[src/rtl/logic_pkg.sv]
// Shared opcode definitions for the bitwise logic unit.
package logic_pkg;

  localparam int OP_W = 3;

  typedef enum logic [OP_W-1:0] {
    OP_AND  = 3'b000,
    OP_OR   = 3'b001,
    OP_XOR  = 3'b010,
    OP_XNOR = 3'b011,
    OP_NOTA = 3'b100,
    OP_XACC = 3'b101,
    OP_ACLR = 3'b110,
    OP_RSVD = 3'b111
  } op_e;

endpackage

[src/rtl/logic_unit_n_if.sv]
// Operand/result handshake bundle for logic_unit_n.
// Handshake: a transfer happens on a rising edge where valid && ready; the
// source holds its payload stable while valid && !ready, and ready may depend
// combinationally on the downstream ready.
interface logic_unit_n_if
  import logic_pkg::*;
#(
  parameter int WIDTH = 16
);
  logic             in_valid;
  logic             in_ready;
  logic [OP_W-1:0]  in_op;
  logic [WIDTH-1:0] in_a;
  logic [WIDTH-1:0] in_b;
  logic             out_valid;
  logic             out_ready;
  logic [WIDTH-1:0] out_s;
  logic             out_zero;
  logic             out_parity;
  logic             out_err;

  modport master (
    output in_valid, in_op, in_a, in_b, out_ready,
    input  in_ready, out_valid, out_s, out_zero, out_parity, out_err
  );

  modport slave (
    input  in_valid, in_op, in_a, in_b, out_ready,
    output in_ready, out_valid, out_s, out_zero, out_parity, out_err
  );
endinterface

[src/rtl/logic_core.sv]
// Combinational operation decoder: computes the result and the accumulator
// update for one operand pair.
module logic_core
  import logic_pkg::*;
#(
  parameter int WIDTH = 16
) (
  input  op_e              op,
  input  logic [WIDTH-1:0] a,
  input  logic [WIDTH-1:0] b,
  input  logic [WIDTH-1:0] acc,
  output logic [WIDTH-1:0] result,
  output logic [WIDTH-1:0] acc_next,
  output logic             acc_we,
  output logic             err
);

  always_comb begin
    result   = '0;
    acc_next = acc;
    acc_we   = 1'b0;
    err      = 1'b0;
    case (op)
      OP_AND:  result = a & b;
      OP_OR:   result = a | b;
      OP_XOR:  result = a ^ b;
      OP_XNOR: result = ~(a ^ b);
      OP_NOTA: result = ~a;
      OP_XACC: begin
        acc_next = acc ^ a ^ b;
        acc_we   = 1'b1;
        result   = acc ^ a ^ b;
      end
      // Read-and-clear: report the old value, leave zero behind.
      OP_ACLR: begin
        result   = acc;
        acc_next = '0;
        acc_we   = 1'b1;
      end
      default: err = 1'b1;
    endcase
  end

endmodule

[src/rtl/logic_unit_n.sv]
// Registered WIDTH-bit logic unit with XOR-checksum accumulator, result flags
// and valid/ready on both sides; one cycle from acceptance to result.
module logic_unit_n
  import logic_pkg::*;
#(
  parameter int WIDTH = 16
) (
  input  logic           clk,
  input  logic           rst_n,
  logic_unit_n_if.slave  bus
);

  logic [WIDTH-1:0] acc_q, acc_d;
  logic [WIDTH-1:0] s_q, s_d;
  logic             valid_q, valid_d;
  logic             zero_q, zero_d;
  logic             parity_q, parity_d;
  logic             err_q, err_d;

  logic [WIDTH-1:0] core_result;
  logic [WIDTH-1:0] core_acc_next;
  logic             core_acc_we;
  logic             core_err;
  logic             accept;

  logic_core #(.WIDTH(WIDTH)) u_core (
    .op       (op_e'(bus.in_op)),
    .a        (bus.in_a),
    .b        (bus.in_b),
    .acc      (acc_q),
    .result   (core_result),
    .acc_next (core_acc_next),
    .acc_we   (core_acc_we),
    .err      (core_err)
  );

  // Ready follows out_ready combinationally so a pop and a push share an edge.
  assign bus.in_ready = !valid_q || bus.out_ready;
  assign accept       = bus.in_valid && bus.in_ready;

  always_comb begin
    acc_d    = acc_q;
    s_d      = s_q;
    valid_d  = valid_q;
    zero_d   = zero_q;
    parity_d = parity_q;
    err_d    = err_q;
    if (accept) begin
      s_d      = core_result;
      zero_d   = (core_result == '0);
      parity_d = ^core_result;
      err_d    = core_err;
      valid_d  = 1'b1;
      if (core_acc_we) acc_d = core_acc_next;
    end else if (bus.out_ready) begin
      valid_d = 1'b0;
    end
  end

  always_ff @(posedge clk or negedge rst_n) begin
    if (!rst_n) begin
      acc_q    <= '0;
      s_q      <= '0;
      valid_q  <= 1'b0;
      zero_q   <= 1'b1;
      parity_q <= 1'b0;
      err_q    <= 1'b0;
    end else begin
      acc_q    <= acc_d;
      s_q      <= s_d;
      valid_q  <= valid_d;
      zero_q   <= zero_d;
      parity_q <= parity_d;
      err_q    <= err_d;
    end
  end

  assign bus.out_valid  = valid_q;
  assign bus.out_s      = s_q;
  assign bus.out_zero   = zero_q;
  assign bus.out_parity = parity_q;
  assign bus.out_err    = err_q;

endmodule

[src/flat_wrapper.sv]
// flat-port wrapper written by rule: the top's interface ports become plain ports
module logic_unit_n_flat import logic_pkg::*;
#(
  parameter int WIDTH = 16
)
  (clk, rst_n, bus_in_valid, bus_in_op, bus_in_a, bus_in_b, bus_out_ready, bus_in_ready, bus_out_valid, bus_out_s, bus_out_zero, bus_out_parity, bus_out_err);
  logic_unit_n_if #(.WIDTH(WIDTH)) bus_i ();
  input  logic clk;
  input  logic rst_n;
  input wire logic [$bits(bus_i.in_valid)-1:0] bus_in_valid;
  input wire logic [$bits(bus_i.in_op)-1:0] bus_in_op;
  input wire logic [$bits(bus_i.in_a)-1:0] bus_in_a;
  input wire logic [$bits(bus_i.in_b)-1:0] bus_in_b;
  input wire logic [$bits(bus_i.out_ready)-1:0] bus_out_ready;
  output wire logic [$bits(bus_i.in_ready)-1:0] bus_in_ready;
  output wire logic [$bits(bus_i.out_valid)-1:0] bus_out_valid;
  output wire logic [$bits(bus_i.out_s)-1:0] bus_out_s;
  output wire logic [$bits(bus_i.out_zero)-1:0] bus_out_zero;
  output wire logic [$bits(bus_i.out_parity)-1:0] bus_out_parity;
  output wire logic [$bits(bus_i.out_err)-1:0] bus_out_err;
  assign bus_i.in_valid = bus_in_valid;
  assign bus_i.in_op = bus_in_op;
  assign bus_i.in_a = bus_in_a;
  assign bus_i.in_b = bus_in_b;
  assign bus_i.out_ready = bus_out_ready;
  assign bus_in_ready = bus_i.in_ready;
  assign bus_out_valid = bus_i.out_valid;
  assign bus_out_s = bus_i.out_s;
  assign bus_out_zero = bus_i.out_zero;
  assign bus_out_parity = bus_i.out_parity;
  assign bus_out_err = bus_i.out_err;
  logic_unit_n #(.WIDTH(WIDTH)) u_core (.clk(clk), .rst_n(rst_n), .bus(bus_i));
endmodule
[config.mk]
export PLATFORM = sky130hd
export DESIGN_NAME = logic_unit_n_flat
export DESIGN_NICKNAME = d
export VERILOG_FILES = /design/src/rtl/logic_pkg.sv /design/src/rtl/logic_unit_n_if.sv /design/src/rtl/logic_core.sv /design/src/rtl/logic_unit_n.sv /design/src/flat_wrapper.sv
export SDC_FILE = /design/constraint.sdc
export NUM_CORES = 1
export LEC_CHECK = 0
export ABC_AREA = 0
export BUFFER_PORTS_ARGS = -buffer_cell sky130_fd_sc_hd__buf_2
export CORE_UTILIZATION = 45
export CTS_CLUSTER_DIAMETER = 60
export CTS_CLUSTER_SIZE = 40
export DETAILED_ROUTE_END_ITERATION = 12
export GPL_ROUTABILITY_DRIVEN = 0
export MAX_ROUTING_LAYER = met4
export PLACE_DENSITY_LB_ADDON = 0.05
export SLEW_MARGIN = 20
export SYNTH_ARGS = -nofsm -noshare
export SYNTH_HDL_FRONTEND = slang
export SYNTH_SLANG_ARGS = --single-unit
[constraint.sdc]
create_clock -name clk -period 2 [get_ports clk]
set_input_delay 0.2 -clock clk [delete_from_list [all_inputs] [get_ports clk]]
set_output_delay 0.2 -clock clk [all_outputs]
set_load 0.05 [all_outputs]
==> metrics, run 1 <==
status finished with violations; failing checks negative setup slack; hold endpoint u_core.bus.out_valid; area of the die 8028 um2; Setup Skew ~0.011 ns; slowest CP cell ha_1; Vias/cell 5.290; Die W between 80 and 90 um; static leakage around 2.6 nW; WL met1 4532 um; I/O pin count 60; Setup CP Type input pin to register; area taken by multi-input logic gates roughly 2600 um2; all-layer global routing usage a little over a quarter; largest vdd supply drop 0.3059 mV; Max-cap violations 0; top cells by area, synth dfrtp_1 25%, ha_1 14%, xnor2_1 7.6%; Nets approximately 630; Max clock buf depth 2; EDFF count, synth 0; Worst-Skew Late Latency approximately 0.30 ns; total wire length 10,330 um; fill cell count ~590; grt ovf 0; register area share after synthesis 26.12%; Worst Path Arrival 2.21 ns; Clk pin slew, worst setup/hold paths roughly 0.08 ns; post-place setup slack -0.3323 ns; global-route wire length before repair between 15,000 and 20,000 um; CP Launch Type input pin; worst-path cell chain clkbuf_4 -> buf_4 -> nand2b_1 -> buf_4 -> o22ai_1 -> o2bb2ai_1 -> nor2_1 -> ha_1 -> xnor2_2 -> xnor2_1 -> xnor2_1 -> o21ai_1; reg2reg start u_core.acc_q[10]; R2R Path End u_core.bus.out_parity; largest net degree at the start of global routing 37; DR pass1 iterations 5; worst r2r path cells 9; synth unique cells 56; Final ANT Viol Nets 0; Syn. warnings 0; Slew @ Worst Pin around 0.57 ns; final count of hold timing violations 0; Max stage delay on crit path around 0.34 ns; min-delay src bus_in_valid; Initial Util between 40% and 50%; Mapped Area 3453 um2; max-slew violations 0; Max FO, Critical Path 13; syn_area_per_cell 9.136 um2; flop and latch count out of synthesis 36; Final period util 102.3%; Top Metal Used met4; tightest hold margin around 0.20 ns; syn_nets 457; Hold Crit Depth 3; post-detail-place hpwl roughly 7700 um; min-delay worst type input pin to register; Root Buffer clkbuf_8; Post-Syn Instances 378; initial antenna violation count 0; setup violators final 1; Final WS setup -0.04684 ns; clk sinks 36; H-tree Lvls 2; Wirelength per Cell ~16 um; TritonCTS clock tree built; DIE HEIGHT roughly 90 um; slew margin rel. 62.06%; number of buffers inserted by port buffering a little under 60; met2 routed WL between 5000 and 6000 um; met3 wire len about 340 um; proportion of layout cells with a drive suffix above 1 about half; Seq. cell area about 900 um2; post-synth top area share roughly 25%; Synth async-reset ratio 100.0%; Area Overhead vs Synth 49.38%; Power Dens Cells 723.6 nW/um2; # diodes 0; DR DRC count 0; vias post-DR about 3,500; leading area contributor after synthesis dfrtp_1; core region area roughly 7300 um2; row count 31; min cycle time layout 2.047 ns; reg-to-reg slack, setup -0.04 ns; DR iter-0 viols between 100 and 150; Peak Freq about 490 MHz; required time of the critical path roughly 2.2 ns; crit path capture type register; unrepaired setup endpoints after global routing true; TritonCTS Buffers 5; ys flop type dfrtp_1; number of global-route vias before repair roughly 3,400
cell usage after synthesis, drive strengths merged (2+ instances only):
library cell	number
a221o	11
a21oi	13
mux2	5
o2bb2ai	3
nand4	4
o211ai	6
and2	6
o22ai	15
nor2	22
mux2i	5
xnor3	4
nor3b	3
xor2	7
ha	40
nand2	34
xnor2	30
dfrtp	35
o21ai	24
nor2b	5
nand2b	3
or2	5
mux4	4
a21o	2
inv	37
a2bb2oi	3
a211oi	7
o22a	2
buf	20
nand3	4
nor3	2
o32a	2
worst max-delay path by stage:
| stage | cells after the start | to | start |
|---|---|---|---|
| finish | 12 | u_core.bus.out_parity | bus_in_op[1] |
| detailed placement | 10 | u_core.bus.out_parity | bus_in_b[15] |
| global route | 12 | u_core.bus.out_parity | bus_in_op[1] |
| global placement | 10 | u_core.bus.out_parity | bus_in_op[1] |
| CTS | 9 | u_core.bus.out_parity | u_core.acc_q[0] |
| floorplan | 12 | u_core.bus.out_parity | bus_in_op[0] |
power by group:
part / internal (mW) / total [mW] / leakage (nW) / switching [mW]
clock: 0.371 / 0.671 / 0.0552 / 0.301
sequential: 0.883 / 1.01 / 0.460 / 0.124
combinational: 1.01 / 2.05 / 2.13 / 1.05
critical path, delay by kind of cell:
family	cells	cell delay (ns)
xor gates and xnor gates	3	0.50
buffers and inverters	3	0.53
adders and majority gates	1	0.34
AOI/OAI and AO/OA	3	0.40
and+or+nand+nor	2	0.24
area by class of cell:
cell class	count	share of cell area (%)
Multi-Input combinational cell	284	49.70
Inverter	37	2.765
Clock inverter	2	0.6791
Clock buffer	6	1.407
Sequential cell	36	17.49
Tap cell	99	2.401
Timing Repair Buffer	191	25.56
timing repair:
action                                  CTS  global route
endpoints found under the setup margin    1             1
hold buffers                              1             0
pin swaps                                 7            20
setup buffers                             2             7
resized for setup                         9            36
cloned                                    0             0
hold endpoints to repair                 35             0
cells by family (layout without fill, tap and decap cells):
group	after synthesis	in the layout	share of synthesized area [%]
AO/OA/AOI/OAI	98	98	20.25
XOR/XNOR	41	41	12.21
adder cells (fa/ha/maj)	40	40	14.49
buffers and inverters	58	236	8.188
flip-flops	36	36	26.12
multiplexers	14	14	5.688
AND/OR/NAND/NOR	91	91	13.04
flip-flops by register name, summed over array words and instances (netlist names):
signal / flops
u_core.bus.out_s: 16
u_core.bus.out_err: 1
u_core.bus.out_zero: 1
u_core.bus.out_valid: 1
u_core.bus.out_parity: 1
u_core.acc_q: 16
per-stage QoR:
| stage | utilization (%) | setup TNS, ns | instances | instance area (um2) | total power [mW] |
|---|---|---|---|---|---|
| after detailed placement | 64.00 | -0.3323 | 637 | 4692 | 2.806 |
| after CTS | 66.65 | -0.04742 | 648 | 4886 | 3.536 |
| after floorplan | - | -0.006712 | 378 | 3473 | 2.122 |
| final | 70.37 | -0.04684 | 655 | 5159 | 3.733 |
| after global routing | 70.37 | -0.1469 | 655 | 5159 | 3.942 |
| after global placement | 64.00 | -0.2891 | 637 | 4692 | 2.759 |
per-layer routing:
| metal | global-route usage [%] | vias up |
|---|---|---|
| met4 | 6.926 | 0 |
| met3 | 3.291 | 8 |
| li1 | - | 1684 |
| met5 | - | - |
| met1 | 32.33 | 1692 |
| met2 | 49.04 | 81 |
layout by cell type, fill, tap and decap left out, types with 3 or more instances in the layout:
master | netlist | routed
and2_1 | 6 | 6
nor2b_1 | 5 | 4
mux2_2 | 5 | 5
a21oi_4 | 0 | 3
o22ai_1 | 15 | 4
nand4_1 | 3 | 3
a2bb2oi_1 | 3 | 3
nand2b_1 | 3 | 3
o211ai_1 | 6 | 6
ha_1 | 40 | 38
buf_4 | 1 | 129
a221o_1 | 11 | 11
xnor2_1 | 30 | 14
xor2_1 | 6 | 6
nor2_1 | 22 | 17
xnor2_2 | 0 | 16
dfrtp_1 | 35 | 35
a211oi_1 | 7 | 6
o21ai_0 | 10 | 9
nand3_1 | 4 | 4
mux2i_1 | 5 | 5
inv_2 | 2 | 4
a21oi_1 | 13 | 8
o21ai_2 | 7 | 7
buf_2 | 13 | 57
o21ai_1 | 7 | 8
nor2_2 | 0 | 5
nand2_1 | 32 | 32
or2_2 | 3 | 3
nor3b_1 | 3 | 3
clkbuf_8 | 0 | 5
xnor3_1 | 4 | 4
o22ai_2 | 0 | 11
mux4_2 | 4 | 4
inv_1 | 35 | 32
Note: power is estimated with default switching activity, not from simulation.
==> run 2: changes to the inputs <==
- CELL_PAD_IN_SITES_DETAIL_PLACEMENT: unset -> 1
- CELL_PAD_IN_SITES_GLOBAL_PLACEMENT: unset -> 1
- CORE_MARGIN: unset -> 3
- CORE_UTILIZATION: 45 -> 39
==> run 2 against run 1 <==
The flow still finishes with violations (negative setup slack). Routed wire length up 26%. Non-clock buffer count down 8. First-iteration DRC count down 16%. Core utilization down 8.3 points. Total power up 7.2%. Final cell count down 0.31%. Critical path type is now register to register.
==> metrics, run 2 (synthesis results as in run 1) <==
number of global-route vias before repair just under 4,000; largest vdd supply drop about 0.32 mV; slowest CP cell dfrtp_1; Max-cap violations 0; # diodes 0; core region area 8423 um2; initial antenna violation count 0; max-slew violations 0; H-tree Lvls 2; I/O pin count 60; Final period util 106.8%; commonest non-fill, non-tap cell in the layout buf_4; TritonCTS Buffers 5; Nets roughly 630; Worst-Skew Late Latency approximately 0.3 ns; final count of hold timing violations 0; largest net degree at the start of global routing 27; area of the die between 10,000 and 15,000 um2; Non-Filler Instances ~650; setup violators final 1; slew margin rel. between 60% and 70%; sequential share of power roughly a quarter; CP dominant cell by count xnor2_2; Die W 100.1 um; Slew @ Worst Pin slightly below 0.6 ns; row count 33; Max clock buf depth 2; DR pass1 iterations 4; fill cell count 1,001; Wirelength per Cell 20.00 um; dpl cells between 600 and 700; failing checks negative setup slack; Vias/cell roughly 5.5; total wire length between 10,000 and 15,000 um; worst-path cell chain xnor2_2 -> xnor2_2 -> o22ai_2 -> nor2_2 -> ha_4 -> xnor2_2 -> xnor2_2 -> xnor2_1 -> o21ai_1; Power Dens Cells about 760 nW/um2; grt ovf 0; area taken by multi-input logic gates 2668 um2; Hold Crit Depth 3; proportion of layout cells with a drive suffix above 1 49.45%; Sw Pwr about 1.6 mW; Final WS setup -0.1361 ns; number of buffers inserted by port buffering a little under 60; Final ANT Viol Nets 0; setup_tns -0.1361 ns; worst r2r path cells 9; post-detail-place hpwl 9228 um; crit path capture type register; Worst Path Arrival between 2 and 2.5 ns; Initial Util between 40% and 50%; Clock power frac 17.2%; combinational power share ~57%; DIE HEIGHT around 100 um; static leakage between 2 and 3 nW; unrepaired setup endpoints after global routing true; min cycle time layout approximately 2.1 ns; Setup CP Type register to register; clk sinks 36; Area Overhead vs Synth 51.49%; min-delay worst type input pin to register; Root Buffer clkbuf_8; Seq. cell area roughly 900 um2; vias post-DR 3,608; Max FO, Critical Path 3; Pint about 2.4 mW; Clk pin slew, worst setup/hold paths roughly 0.09 ns; required time of the critical path 2.17 ns; Setup Skew between 0.01 and 0.015 ns; CP Launch Type register; TritonCTS clock tree built; global-route wire length before repair between 15,000 and 20,000 um; sw frac roughly two fifths; DR DRC count 0; Peak Freq around 470 MHz; most frequent cells in the layout 117 x buf_4, 58 x buf_2, 35 x dfrtp_1; all-layer global routing usage approximately a quarter; Max stage delay on crit path 0.44 ns; status finished with violations; DR iter-0 viols about 110
==> run 2: cell types whose count changed in the layout (fill, tap and decap cells not counted), moves of 2 or more <==
cell     delta
ha_4        +4
xnor2_1     -5
buf_6       +3
ha_1        -4
a21oi_2     -2
buf_4      -12
xnor2_2     +4
==> run 2: path summary, 6_finish.rpt <==
path,start,endpoint,slack [ns]
setup / recovery,u_core.acc_q[8],u_core.bus.out_parity,-0.14
hold / removal,bus_in_valid,u_core.bus.out_valid,0.18
setup reg to reg,u_core.acc_q[8],u_core.bus.out_parity,-0.14
hold reg to reg,u_core.bus.out_s[15],u_core.bus.out_s[15],0.49
max in group asynchronous,rst_n,u_core.bus.out_s[0],0.99
min in group asynchronous,rst_n,u_core.bus.out_err,0.41
==> run 2: area by class of cell <==
| cell class | instances | share of cell area [%] |
|---|---|---|
| multi-input cells | 284 | 50.99 |
| repair buffers | 183 | 24.47 |
| flip-flops and latches | 36 | 17.24 |
| inverters | 37 | 2.655 |
| well taps | 105 | 2.511 |
| clock buffers | 5 | 1.315 |
| clock inverters | 3 | 0.8132 |
==> run 2: metal layers <==
metal	routed length (um)	track usage, %	vias up
li1	-	-	1668
met3	541	2.988	27
met5	0	-	-
met2	6745	43.87	117
met1	5405	31.81	1796
met4	371	7.668	0
==> run 2: repair_timing <==
action                                  CTS  global route
endpoints found under the setup margin    1             1
pin swaps                                11            22
resized for setup                        16            40
hold buffers                              1             0
buffers inserted                          7             5
hold endpoints to repair                 15             0
==> run 2: power by group through the flow <==
stage	combinational, mW	sequential, mW	clock, mW
finish	2.30	1.02	0.687
global route	2.47	1.04	0.731
CTS	1.96	1.01	0.686
detailed placement	1.81	1.02	0
global placement	1.76	1.01	0
floorplan	0.870	1.25	0
==> run 2: metrics by stage <==
step           setup slack (ns)  power (mW)  utilization (%)  cell area, um2  hold WS [ns]
6_report                -0.1361       4.002            62.11            5231        0.1829
5_1_grt                 -0.2875       4.242            62.11            5231        0.2118
4_1_cts                -0.07518       3.652            58.29            4910        0.1900
3_5_place_dp            -0.4340       2.831            54.96            4629        0.2049
3_3_place_gp            -0.3594       2.771            54.96            4629        0.2019
2_1_floorplan         -0.006712       2.122                -            3473      -0.09559
==> run 2: worst max-delay path, delay by kind of cell, from the launching register on <==
kind | cells | cell delay (ns)
AO/OA/AOI/OAI | 2 | 0.21
XOR/XNOR | 5 | 0.92
adder cells (fa/ha/maj) | 1 | 0.24
flip-flops | 1 | 0.44
AND/OR/NAND/NOR | 1 | 0.19
